[config.mk]
export PLATFORM = sky130hd
export DESIGN_NAME = price_pair_source_flat
export DESIGN_NICKNAME = d
export VERILOG_FILES = /design/src/rtl/price_pair_source_if.sv /design/src/rtl/price_pair_source.sv /design/src/flat_wrapper.sv
export SDC_FILE = /design/constraint.sdc
export NUM_CORES = 1
export LEC_CHECK = 0
export ABC_CLOCK_PERIOD_IN_PS = 1700
export CAP_MARGIN = 5
export CELL_PAD_IN_SITES_DETAIL_PLACEMENT = 0
export CELL_PAD_IN_SITES_GLOBAL_PLACEMENT = 1
export CORE_MARGIN = 3
export CORE_UTILIZATION = 40
export DETAILED_ROUTE_END_ITERATION = 8
export DONT_BUFFER_PORTS = 1
export PLACE_DENSITY_LB_ADDON = 0.1
export SYNTH_ARGS = -nofsm -noshare
export SYNTH_HDL_FRONTEND = slang
export SYNTH_SLANG_ARGS = --single-unit
[constraint.sdc]
create_clock -name i_clk -period 1.7 [get_ports i_clk]
set_clock_uncertainty 0.2 [all_clocks]
set_input_delay 0.34 -clock i_clk [delete_from_list [all_inputs] [get_ports i_clk]]
set_output_delay 0.34 -clock i_clk [all_outputs]
set_load 0.02 [all_outputs]
[src/rtl/price_pair_source_if.sv]
`timescale 1ns/1ps
`default_nettype none
// +----------------------------------------------------------------------+
// | price_pair_source_if                                                 |
// | Price-in / pair-out valid-ready bundle for price_pair_source.        |
// | Rev 1.0                                                              |
// +----------------------------------------------------------------------+
interface price_pair_source_if;
  logic        i_valid;
  logic        o_ready;
  logic [15:0] i_price;
  logic        o_valid;
  logic        i_ready;
  logic [15:0] o_past_price;
  logic [15:0] o_actual_price;

  // slave: the pair source itself; master: the surrounding environment
  modport slave (
    input  i_valid, i_price, i_ready,
    output o_ready, o_valid, o_past_price, o_actual_price
  );
  modport master (
    output i_valid, i_price, i_ready,
    input  o_ready, o_valid, o_past_price, o_actual_price
  );
endinterface
`default_nettype wire

[src/rtl/price_pair_source.sv]
`timescale 1ns/1ps
`default_nettype none
// +----------------------------------------------------------------------+
// | price_pair_source                                                    |
// | Turns a uq8_8 price stream into (past, actual) pairs G_LAG apart.    |
// | Optional synchronous flush port: define PRICE_PAIR_FLUSH_EN.         |
// | Rev 1.0                                                              |
// +----------------------------------------------------------------------+
module price_pair_source #(
  parameter int G_LAG = 1
) (
  input  logic                 i_clk,
  input  logic                 i_rst,
  price_pair_source_if.slave   bus,
  output logic                 o_primed
`ifdef PRICE_PAIR_FLUSH_EN
  ,
  input  logic                 i_flush
`endif
);

  localparam int CNT_W  = $clog2(G_LAG + 1);
  localparam int ADDR_W = (G_LAG > 1) ? $clog2(G_LAG) : 1;

  typedef enum logic [0:0] {
    S_FILL = 1'b0,
    S_RUN  = 1'b1
  } state_e;

  state_e             state_q, state_d;
  logic [CNT_W-1:0]   cnt_q, cnt_d;
  logic [CNT_W-1:0]   ptr_q, ptr_d;
  logic               valid_q, valid_d;
  logic [15:0]        past_q, past_d;
  logic [15:0]        act_q, act_d;
  logic [15:0]        hist_q [G_LAG];

  logic               w_flush;
  logic               w_ready;
  logic               w_accept;
  logic [15:0]        w_old;

`ifdef PRICE_PAIR_FLUSH_EN
  assign w_flush = i_flush;
`else
  assign w_flush = 1'b0;
`endif

  assign w_ready  = (!valid_q || bus.i_ready) && !w_flush;
  assign w_accept = bus.i_valid && w_ready;
  assign w_old    = hist_q[ptr_q[ADDR_W-1:0]];

  always_comb begin
    state_d = state_q;
    cnt_d   = cnt_q;
    ptr_d   = ptr_q;
    valid_d = valid_q;
    past_d  = past_q;
    act_d   = act_q;

    if (valid_q && bus.i_ready) begin
      valid_d = 1'b0;
    end

    if (w_accept) begin
      ptr_d = (ptr_q == CNT_W'(G_LAG - 1)) ? '0 : ptr_q + 1'b1;
      case (state_q)
        S_FILL: begin
          cnt_d = cnt_q + 1'b1;
          // the G_LAG-th accepted sample completes the history
          if (cnt_q == CNT_W'(G_LAG - 1)) begin
            state_d = S_RUN;
          end
        end
        S_RUN: begin
          valid_d = 1'b1;
          past_d  = w_old;
          act_d   = bus.i_price;
        end
        default: state_d = S_FILL;
      endcase
    end

    if (w_flush) begin
      state_d = S_FILL;
      cnt_d   = '0;
      ptr_d   = '0;
      valid_d = 1'b0;
    end
  end

  always_ff @(posedge i_clk or posedge i_rst) begin
    if (i_rst) begin
      state_q <= S_FILL;
      cnt_q   <= '0;
      ptr_q   <= '0;
      valid_q <= 1'b0;
      past_q  <= '0;
      act_q   <= '0;
    end else begin
      state_q <= state_d;
      cnt_q   <= cnt_d;
      ptr_q   <= ptr_d;
      valid_q <= valid_d;
      past_q  <= past_d;
      act_q   <= act_d;
    end
  end

  // History contents are don't-care after reset, so no reset branch here
  always_ff @(posedge i_clk) begin
    if (w_accept) begin
      hist_q[ptr_q[ADDR_W-1:0]] <= bus.i_price;
    end
  end

  assign bus.o_ready        = w_ready;
  assign bus.o_valid        = valid_q;
  assign bus.o_past_price   = past_q;
  assign bus.o_actual_price = act_q;
  assign o_primed           = (state_q == S_RUN);

endmodule
`default_nettype wire

[src/flat_wrapper.sv]
// flat-port wrapper written by rule: the top's interface ports become plain ports
module price_pair_source_flat 
#(
  parameter int G_LAG = 1
)
  (i_clk, i_rst, o_primed, bus_i_valid, bus_i_price, bus_i_ready, bus_o_ready, bus_o_valid, bus_o_past_price, bus_o_actual_price);
  price_pair_source_if bus_i ();
  input  logic i_clk;
  input  logic i_rst;
  output logic o_primed;
  input wire logic [$bits(bus_i.i_valid)-1:0] bus_i_valid;
  input wire logic [$bits(bus_i.i_price)-1:0] bus_i_price;
  input wire logic [$bits(bus_i.i_ready)-1:0] bus_i_ready;
  output wire logic [$bits(bus_i.o_ready)-1:0] bus_o_ready;
  output wire logic [$bits(bus_i.o_valid)-1:0] bus_o_valid;
  output wire logic [$bits(bus_i.o_past_price)-1:0] bus_o_past_price;
  output wire logic [$bits(bus_i.o_actual_price)-1:0] bus_o_actual_price;
  assign bus_i.i_valid = bus_i_valid;
  assign bus_i.i_price = bus_i_price;
  assign bus_i.i_ready = bus_i_ready;
  assign bus_o_ready = bus_i.o_ready;
  assign bus_o_valid = bus_i.o_valid;
  assign bus_o_past_price = bus_i.o_past_price;
  assign bus_o_actual_price = bus_i.o_actual_price;
  price_pair_source #(.G_LAG(G_LAG)) u_core (.i_clk(i_clk), .i_rst(i_rst), .bus(bus_i), .o_primed(o_primed));
endmodule
==> impl_metrics.yaml <==
timing:
  fmax_mhz: 629
  hold_viol_final: 0
  final_period_minus_worst_setup_slack_ns: 1.59
  tightestPinTransition_ns: 0.422
  min_period_over_period_pct: 93.5
  report.final.setup_viol: 0
  final_tns_setup_ns: 0
  final_critical_path_setup_slack_ns: 0.111
  grt_setup_unrepaired: "false"
  maxSlewViolCount: 0
  worst_slew_margin_rel_pct: 71.9
  worst_hold_slack_ns: 0.0323
final_layout:
  drive_above_1_share_pct: 39.5
  diodes: 0
  flow.area_growth_from_synthesis_pct: 18.4
  num-nets-final: 143
  stdcell_area_sq_mm: 0.00234
  fillCellCount: 407
clocking:
  cts_hold_buf: 17
  clock_tree_from_tritoncts: "built"
  clock_tree.root_cell: "sky130_fd_sc_hd__clkbuf_8"
  clkSinkCount: 51
  clk_latency_ns: 0.29
  cts.reportedPaths.clkPinSlew_ns: 0.09
  postCtsResizedCells: 0
  post_cts_buffers: 0
  cts_inserted_buffers: 5
  htree_num_levels: 2
  ctsLongestPathBuffers: 2
detailed_routing:
  drt_pass1_iterations: 3
  wl_per_cell_microns: 16.3
  detail_route.iter0.violations: 46
  routed_wire_length_mm: 3.08
  via_per_inst: 4.62
  detail-route-antenna-nets: 0
  num_vias: 873
  drt_drc_violations_left: 0
logic_synthesis:
  leading_post_synthesis_cells_by_cell_area: "sky130_fd_sc_hd__dfrtp_1 (44%), sky130_fd_sc_hd__edfxtp_1 (24%), sky130_fd_sc_hd__mux2_4 (23%)"
  yosysSeqAreaShare_pct: 68.7
  synth.distinct_cells: 14
  synth_top_cell_by_area: "sky130_fd_sc_hd__dfrtp_1"
  synth_seq_cells: 51
  synth-warning-count: 0
  synth_fp_nets: 117
  netlist.area_leader.share_pct: 44.4
  synthesized_cell_area_sq_mm: 0.00197
  postSynthCellCount: 97
  postSynthAreaPerCell_sq_um: 20.4
job:
  cap_violations: 0
power_and_ir_drop:
  power.density_cell_area_mw_per_mm2: 1240
  vdd.ir_drop.worst_mv: 0.650
  power_mw: 2.89
  p_leak_nw: 1.01
setup_path:
  worstSetupStartpointType: "flip-flop"
  setup.worst_path.end_class: "flip-flop"
  worst_case_register_to_register_setup_slack_ns: 0.11
  timing_worst_setup_path_type: "flip-flop to flip-flop"
  regToRegEndpoint: "u_core.bus.o_past_price[10]"
  critical_path_arrival_ns: 1.58
  worst_r2r_startpoint: "u_core.bus.o_valid"
  critical_path.startpoint: "u_core.bus.o_valid"
  worst-r2r-cell-count: 4
  data_required_time_of_the_critical_path_ns: 1.69
  cp_max_fo: 18
  end_of_the_critical_path: "u_core.bus.o_past_price[10]"
floorplan:
  pin_count: 55
  die_height_microns: 76.3
  die_w_microns: 76.3
  die_area_sq_mm: 0.00581
  num_rows: 24
  initial_core_util_pct: 43.3
  core_area_sq_mm: 0.00456
placed_design:
  place_worst_setup_slack_ns: 0.107
  detailed_place.area_sq_mm: 0.00205
  detailedPlacementHpwl_mm: 2.08
  port_buffers: 0
  gp_routability_congestion: 0.675
global_route:
  grt.total_usage_pct: 11.5
  first_pass_grt_wire_length_mm: 5.16
  globalRoute.totalOverflow: 0
  grt_start_max_net_pins: 19
  antenna_violations_before_repair: 0
  number_of_global_route_vias_before_repair: 957
min_path:
  hp-class: "primary input to flip-flop"
run_status:
  outcome: "finished, final reports clean"
area by class of cell:
class                   instances  area [sq um]  area share [%]
flip-flops and latches         51          1360            58.0
well taps                      65          81.3            3.48
repair buffers                 23           240            10.3
multi-input cells              40           539            23.1
inverters                       2          7.51           0.321
clock inverters                 3          43.8            1.87
clock buffers                   5          68.8            2.94
synthesized netlist by cell type, drive strengths merged:
| cell type | n |
|---|---|
| dfrtp | 35 |
| mux2 | 32 |
| edfxtp | 16 |
| buf | 4 |
| inv | 2 |
| nand2 | 2 |
| a21o | 1 |
| and2 | 1 |
| nand2b | 1 |
| nand3b | 1 |
| nor2b | 1 |
| xnor2 | 1 |
how the worst min path moves through the flow:
stage | from | endpoint | slack, ns | cells after the start
after CTS | bus_i_valid | u_core.bus.o_valid | 0.03 | 2
after floorplan | bus_i_price[0] | u_core.hist_q[0][0] | 0.24 | 0
after detailed placement | i_rst | u_core.bus.o_actual_price[2] | 0.10 | 2
final | bus_i_valid | u_core.bus.o_valid | 0.03 | 2
after global placement | i_rst | u_core.bus.o_actual_price[2] | 0.09 | 2
after global routing | bus_i_valid | u_core.cnt_q | 0.02 | 2
cell usage in the layout, fill, tap and decap left out:
master / instances
sky130_fd_sc_hd__dfrtp_1: 35
sky130_fd_sc_hd__bufinv_16: 1
sky130_fd_sc_hd__mux2_2: 2
sky130_fd_sc_hd__dlygate4sd3_1: 17
sky130_fd_sc_hd__clkinv_2: 1
sky130_fd_sc_hd__mux2_4: 30
sky130_fd_sc_hd__clkbuf_8: 5
sky130_fd_sc_hd__and2_2: 1
sky130_fd_sc_hd__inv_1: 2
sky130_fd_sc_hd__nor2b_4: 1
sky130_fd_sc_hd__edfxtp_1: 16
sky130_fd_sc_hd__buf_4: 4
sky130_fd_sc_hd__buf_12: 2
sky130_fd_sc_hd__clkinv_4: 1
sky130_fd_sc_hd__a21o_1: 1
sky130_fd_sc_hd__xnor2_1: 1
sky130_fd_sc_hd__nand2b_4: 1
sky130_fd_sc_hd__nand2_1: 2
sky130_fd_sc_hd__nand3b_1: 1
cells by family (layout without fill, tap and decap cells):
family          Yosys count  after routing  share of synthesized area (%)
buf+inv                   6             33                           3.99
flops                    51             51                           68.7
simple gates              6              6                           2.53
mux                      32             32                           24.0
xor+xnor                  1              1                          0.444
compound gates            1              1                          0.380
per-stage QoR:
stage,util [%],cells
6_report,51.2,189
5_1_grt,51.2,189
4_1_cts,51.2,189
3_5_place_dp,45.0,164
3_3_place_gp,45.0,164
2_1_floorplan,-,97
power by group:
| group | internal [mW] | switching [mW] | leakage [nW] |
|---|---|---|---|
| clock | 0.438 | 0.385 | 0.0581 |
| sequential | 1.44 | 0.280 | 0.556 |
| combinational | 0.239 | 0.116 | 0.392 |
| total | 2.11 | 0.781 | 1.01 |
per-layer routing:
layer | vias to the layer above | track usage, % | share of wire [%]
met1 | 439 | 14.3 | 43
li1 | 390 | - | -
met3 | 4 | 6.74 | 10
met2 | 40 | 16.7 | 46
met5 | - | 0 | 0
met4 | 0 | 3.80 | 0.81
worst max-delay path, cell delays in order, from the launching register on:
cell                       delay [ns]
sky130_fd_sc_hd__dfrtp_1         0.41
sky130_fd_sc_hd__nand2b_4        0.13
sky130_fd_sc_hd__nor2b_4         0.22
sky130_fd_sc_hd__buf_12          0.20
sky130_fd_sc_hd__mux2_4          0.31
flip-flops by register name (all words and copies together), names as in the netlist:
| register | flops |
|---|---|
| u_core.hist_q | 16 |
| u_core.bus.o_actual_price | 16 |
| u_core.o_primed | 1 |
| u_core.bus.o_valid | 1 |
| u_core.bus.o_past_price | 16 |
| u_core.cnt_q | 1 |
Note: power is estimated with default switching activity, not from simulation.
